### config.mk
export PLATFORM = sky130hd
export DESIGN_NAME = dmx_frame_ctrl
export DESIGN_NICKNAME = d
export VERILOG_FILES = /design/src/rtl/dmx_frame_ctrl.sv
export SDC_FILE = /design/constraint.sdc
export NUM_CORES = 1
export LEC_CHECK = 0
export ABC_AREA = 1
export BUFFER_PORTS_ARGS = -buffer_cell sky130_fd_sc_hd__buf_2
export CAP_MARGIN = 30
export CORE_MARGIN = 1
export CORE_UTILIZATION = 57
export CTS_BUF_LIST = sky130_fd_sc_hd__clkbuf_4 sky130_fd_sc_hd__clkbuf_8 sky130_fd_sc_hd__clkbuf_16
export DETAILED_ROUTE_END_ITERATION = 7
export PLACE_DENSITY = 0.89
export SLEW_MARGIN = 20
export SYNTH_ARGS = -nofsm -noshare
export SYNTH_HDL_FRONTEND = slang
export SYNTH_SLANG_ARGS = --single-unit
### constraint.sdc
create_clock -name clk -period 3.69 [get_ports clk]
set_input_delay 0.738 -clock clk [delete_from_list [all_inputs] [get_ports clk]]
set_output_delay 0.738 -clock clk [all_outputs]
set_load 0.05 [all_outputs]
### src/rtl/dmx_frame_ctrl.sv
// ============================================================================
// dmx_frame_ctrl: DMX512 receive framing, double-buffered slot store, publish.
// Optional macro DMX_ALT_START_EN accepts any start code.  Rev 1.0
// ============================================================================
`default_nettype none

module dmx_frame_ctrl #(
  parameter int MAX_SLOTS = 512
) (
  input  logic       clk,
  input  logic       rst_n,
  input  logic       brk_det,
  input  logic       rx_valid,
  input  logic [7:0] rx_data,
  input  logic       rx_ferr,
  input  logic       frame_ack,
  output logic       wr_en,
  output logic [9:0] wr_addr,
  output logic [7:0] wr_data,
  output logic       rd_bank,
  output logic       frame_valid,
  output logic [9:0] frame_len,
  output logic [7:0] frame_sc,
  output logic [7:0] overrun_cnt
);

  localparam logic [9:0] C_MAX_SLOTS = 10'(MAX_SLOTS);

  typedef enum logic [1:0] {
    ST_IDLE    = 2'd0,
    ST_START   = 2'd1,
    ST_SLOTS   = 2'd2,
    ST_DISCARD = 2'd3
  } state_t;

  state_t     state_q;
  logic [9:0] slot_cnt_q;
  logic [7:0] sc_q;
  logic       wr_en_q;
  logic [9:0] wr_addr_q;
  logic [7:0] wr_data_q;
  logic       rd_bank_q;
  logic       frame_valid_q;
  logic [9:0] frame_len_q;
  logic [7:0] frame_sc_q;
  logic [7:0] overrun_cnt_q;

  logic       w_sc_ok;
  logic [7:0] w_sc_val;
  logic       w_commit;
  logic       w_held;
  logic       w_room;
  logic [7:0] overrun_cnt_d;

`ifdef DMX_ALT_START_EN
  assign w_sc_ok  = 1'b1;
  assign w_sc_val = rx_data;
`else
  assign w_sc_ok  = (rx_data == 8'h00);
  assign w_sc_val = 8'h00;
`endif

  // A same-cycle ack frees the published bank before the commit looks at it.
  assign w_held   = frame_valid_q && !frame_ack;
  assign w_commit = (state_q == ST_SLOTS) && (brk_det || (rx_valid && rx_ferr));
  assign w_room   = (slot_cnt_q < C_MAX_SLOTS);
  assign overrun_cnt_d = (overrun_cnt_q == 8'hFF) ? overrun_cnt_q : overrun_cnt_q + 8'd1;

  always_ff @(posedge clk or negedge rst_n) begin
    if (!rst_n) begin
      state_q       <= ST_IDLE;
      slot_cnt_q    <= 10'd0;
      sc_q          <= 8'h00;
      wr_en_q       <= 1'b0;
      wr_addr_q     <= 10'd0;
      wr_data_q     <= 8'h00;
      rd_bank_q     <= 1'b0;
      frame_valid_q <= 1'b0;
      frame_len_q   <= 10'd0;
      frame_sc_q    <= 8'h00;
      overrun_cnt_q <= 8'h00;
    end else begin
      wr_en_q <= 1'b0;

      if (frame_ack && frame_valid_q) begin
        frame_valid_q <= 1'b0;
      end

      if (w_commit) begin
        if (!w_held) begin
          rd_bank_q     <= ~rd_bank_q;
          frame_len_q   <= slot_cnt_q;
          frame_sc_q    <= sc_q;
          frame_valid_q <= 1'b1;
        end else begin
          overrun_cnt_q <= overrun_cnt_d;
        end
      end

      if (brk_det) begin
        state_q    <= ST_START;
        slot_cnt_q <= 10'd0;
      end else begin
        case (state_q)
          ST_START: begin
            if (rx_valid) begin
              if (rx_ferr) begin
                state_q <= ST_IDLE;
              end else if (w_sc_ok) begin
                state_q <= ST_SLOTS;
                sc_q    <= w_sc_val;
              end else begin
                state_q <= ST_DISCARD;
              end
            end
          end
          ST_SLOTS: begin
            if (rx_valid) begin
              if (rx_ferr) begin
                state_q <= ST_IDLE;
              end else if (w_room) begin
                wr_en_q    <= 1'b1;
                wr_addr_q  <= {~rd_bank_q, slot_cnt_q[8:0]};
                wr_data_q  <= rx_data;
                slot_cnt_q <= slot_cnt_q + 10'd1;
              end
            end
          end
          default: begin
          end
        endcase
      end
    end
  end

  assign wr_en       = wr_en_q;
  assign wr_addr     = wr_addr_q;
  assign wr_data     = wr_data_q;
  assign rd_bank     = rd_bank_q;
  assign frame_valid = frame_valid_q;
  assign frame_len   = frame_len_q;
  assign frame_sc    = frame_sc_q;
  assign overrun_cnt = overrun_cnt_q;

endmodule

`default_nettype wire

==> impl_metrics.env <==
export IMPL_critPathTopFamily="flip-flops"
export IMPL_final_area_um2=2790
export IMPL_drt_iter0_markers=159
export IMPL_syn_to_final_growth_pct=14.0
export IMPL_synth_area_leader_cell="dfrtp_1"
export IMPL_wl_mm=5.26
export IMPL_start_util_pct=60.3
export IMPL_pwr_share_clk_pct=29.6
export IMPL_placed_cells=383
export IMPL_synth_seq_area_share_pct=52.2
export IMPL_fmax_mhz=544
export IMPL_cp_end_kind="output pin"
export IMPL_synthFlopType="dfrtp_1"
export IMPL_yosys_warnings=0
export IMPL_skew_ns=0.00690
export IMPL_cp_arrival_ns=1.10
export IMPL_cts_sinks=51
export IMPL_core_area_um2=4060
export IMPL_yosys_top_cells_count="nand2_1, dfrtp_1, inv_1"
export IMPL_cellLeakagePower_nw=1.56
export IMPL_tritoncts="built"
export IMPL_hold_path_class="in2async"
export IMPL_status="finished, final reports clean"
export IMPL_drive_gt1_share_pct=23.8
export IMPL_clk_latency_ns=0.32
export IMPL_hold_ws_ns=0.461
export IMPL_die_area_um2=4560
export IMPL_worst_setup_path_type="reg2out"
export IMPL_power_density_nw_per_um2=420
export IMPL_synthArstFlopShare_pct=100
export IMPL_finalMaxSlewViolations=0
export IMPL_slew_headroom_pct=52.6
export IMPL_antenna_left=0
export IMPL_path_cells="buf_2"
export IMPL_vias=2038
export IMPL_grt_max_degree=33
export IMPL_critical_path_max_stage_delay_ns=0.47
export IMPL_period_minus_slack_ns=1.84
export IMPL_p_int_mw=0.772
export IMPL_setup_tns_ns=0
export IMPL_crit_fanout=7
export IMPL_grt_pass1_vias=1808
export IMPL_syn_area_per_cell_um2=8.52
export IMPL_ctsResizeCount=0
export IMPL_wl_met2_mm=2.53
export IMPL_synth_edf_count=0
export IMPL_cts_setup_buffers=0
export IMPL_wl_per_cell_um=13.4
export IMPL_antenna_found_initial=0
export IMPL_setup_viol=0
export IMPL_io_pins=61
export IMPL_slowest_stage="dfrtp_1"
export IMPL_met1_length_mm=2.33
export IMPL_synth_area_um2=2450
export IMPL_gp_congestion=0.807
export IMPL_port_buffers=52
export IMPL_synth_top_cells_by_area="dfrtp_1, nand2_1, inv_1"
export IMPL_synth_most_common_cell="nand2_1"
export IMPL_die_x_um=67.5
export IMPL_start_kind="flop"
export IMPL_grt_use_total_pct=25.9
export IMPL_p_total_mw=1.17
export IMPL_synth_distinct_cells=30
export IMPL_finalHoldViolCount=0
export IMPL_peakVddDrop_mv=0.204
export IMPL_numCtsBuffers=5
export IMPL_multiInputGateArea_um2=962
export IMPL_worstPathRequired_ns=2.95
export IMPL_comb_power_share_pct=18.5
export IMPL_p_switching_mw=0.400
export IMPL_path_buf_inv=1
export IMPL_sw_frac_of_total_pct=34.1
export IMPL_met3_length_um=330
export IMPL_seqPwrFrac_pct=51.9
export IMPL_grt_overflow=0
export IMPL_nFillCells=316
export IMPL_clk_pin_slew_ns=0.10
export IMPL_synth_seq_cells=51
export IMPL_hpwl_mm=3.75
export IMPL_die_height_um=67.5
export IMPL_highest_signal_layer="met4"
export IMPL_synth_top_cell_area_share_pct=52.2
export IMPL_ctsHoldBuffers=0
export IMPL_nets=356
export IMPL_fin_crit_sh_pct=49.8
export IMPL_diodes=0
export IMPL_syn_inst=287
export IMPL_drt_pass1_iterations=4
export IMPL_drc_errors=0
export IMPL_drt_vias_per_instance=5.21
export IMPL_rsz0062_at_grt="no"
export IMPL_fin_cells=391
export IMPL_place_area_um2=2690
export IMPL_grt_pass1_wl_mm=8.51
export IMPL_cts_buffer_depth=2
export IMPL_rows=23
export IMPL_cap_violations=0
export IMPL_final_seq_area_um2=1280
export IMPL_htree_levels=2
export IMPL_cts_root_buf="clkbuf_8"
export IMPL_tightest_slew_ns=0.711
[logic make-up after synthesis]
logic type,count (synthesis),synth area share [%]
fa+ha+maj,2,1.02
buf+inv,45,9.57
xor+xnor,5,1.79
flops,51,52.2
compound gates,32,7.88
simple gates,151,27.4
other cells,1,0.153
[final timing paths]
| check | slack, ns | from | cells after the start | end |
|---|---|---|---|---|
| setup / recovery | 1.85 | overrun_cnt[5]$_DFFE_PN0P_ | 1 | overrun_cnt[5] |
| hold / removal | 0.46 | rst_n | 1 | overrun_cnt[3]$_DFFE_PN0P_ |
| setup reg to reg | 2.23 | overrun_cnt[0]$_DFFE_PN0P_ | 7 | overrun_cnt[1]$_DFFE_PN0P_ |
| hold reg to reg | 0.49 | wr_data[7]$_DFFE_PN0P_ | 2 | wr_data[7]$_DFFE_PN0P_ |
| max in group asynchronous | 2.48 | rst_n | 2 | slot_cnt_q[2]$_DFFE_PN0P_ |
| min in group clk | 0.49 | wr_data[7]$_DFFE_PN0P_ | 2 | wr_data[7]$_DFFE_PN0P_ |
[through the flow]
| step | worst slack (ns) | utilization [%] |
|---|---|---|
| after detailed placement | 1.81 | 66.3 |
| final | 1.85 | 68.7 |
| after floorplan | 2.01 | - |
| after global routing | 1.79 | 68.7 |
| after global placement | 1.88 | 66.3 |
| after CTS | 1.86 | 68.7 |
[worst register-to-register path, stage by stage, from the launching register on]
cell and delay, ns:
dfrtp_1 0.41, ha_1 0.20, nand3_1 0.14, nor2_1 0.27, inv_1 0.09, nand2_2 0.16, nand2_1 0.07, nand2_1 0.06
[cells in the final DEF, fill, tap and decap left out, types with 2 or more instances in the layout]
cell and n:
buf_2 52, nor2_1 16, ha_1 2, nand2_1 105, nand2_2 2, inv_1 26, clkbuf_8 5, nand3b_1 2
a21oi_1 3, xor2_1 3, buf_4 2, nand3_2 4, nand4_1 8, xnor2_1 2, conb_1 8, inv_2 3
o21ai_0 12, nand3_1 10, o21ai_1 10, dfrtp_1 51, o21ai_2 4
[area by class of cell]
class / instances / share of cell area [%]
clock inverter: 3 / 0.987
sequential: 51 / 45.8
timing repair buffer: 54 / 9.87
inverter: 30 / 4.13
clock buffer: 5 / 2.47
multi-input combinational: 198 / 34.5
tap: 50 / 2.24
[sequential cells by signal, indices dropped and copies added (netlist names)]
name         flops
frame_len       10
frame_valid      1
overrun_cnt      8
rd_bank          1
slot_cnt_q      10
state_q          2
wr_addr         10
wr_data          8
wr_en            1
[routing by layer]
metal / track usage [%] / vias up
met5: 0 / -
met1: 33.6 / 954
li1: - / 999
met4: 8.24 / 0
met2: 42.3 / 77
met3: 6.25 / 8
[power by group through the flow]
stage | logic (mW) | registers (mW) | clock network, mW
after detailed placement | 0.217 | 0.619 | 0
after floorplan | 0.0717 | 0.712 | 0
after CTS | 0.218 | 0.608 | 0.351
after global placement | 0.212 | 0.618 | 0
after global routing | 0.231 | 0.613 | 0.381
final | 0.216 | 0.608 | 0.347
Power figures use the tool's default switching activity.
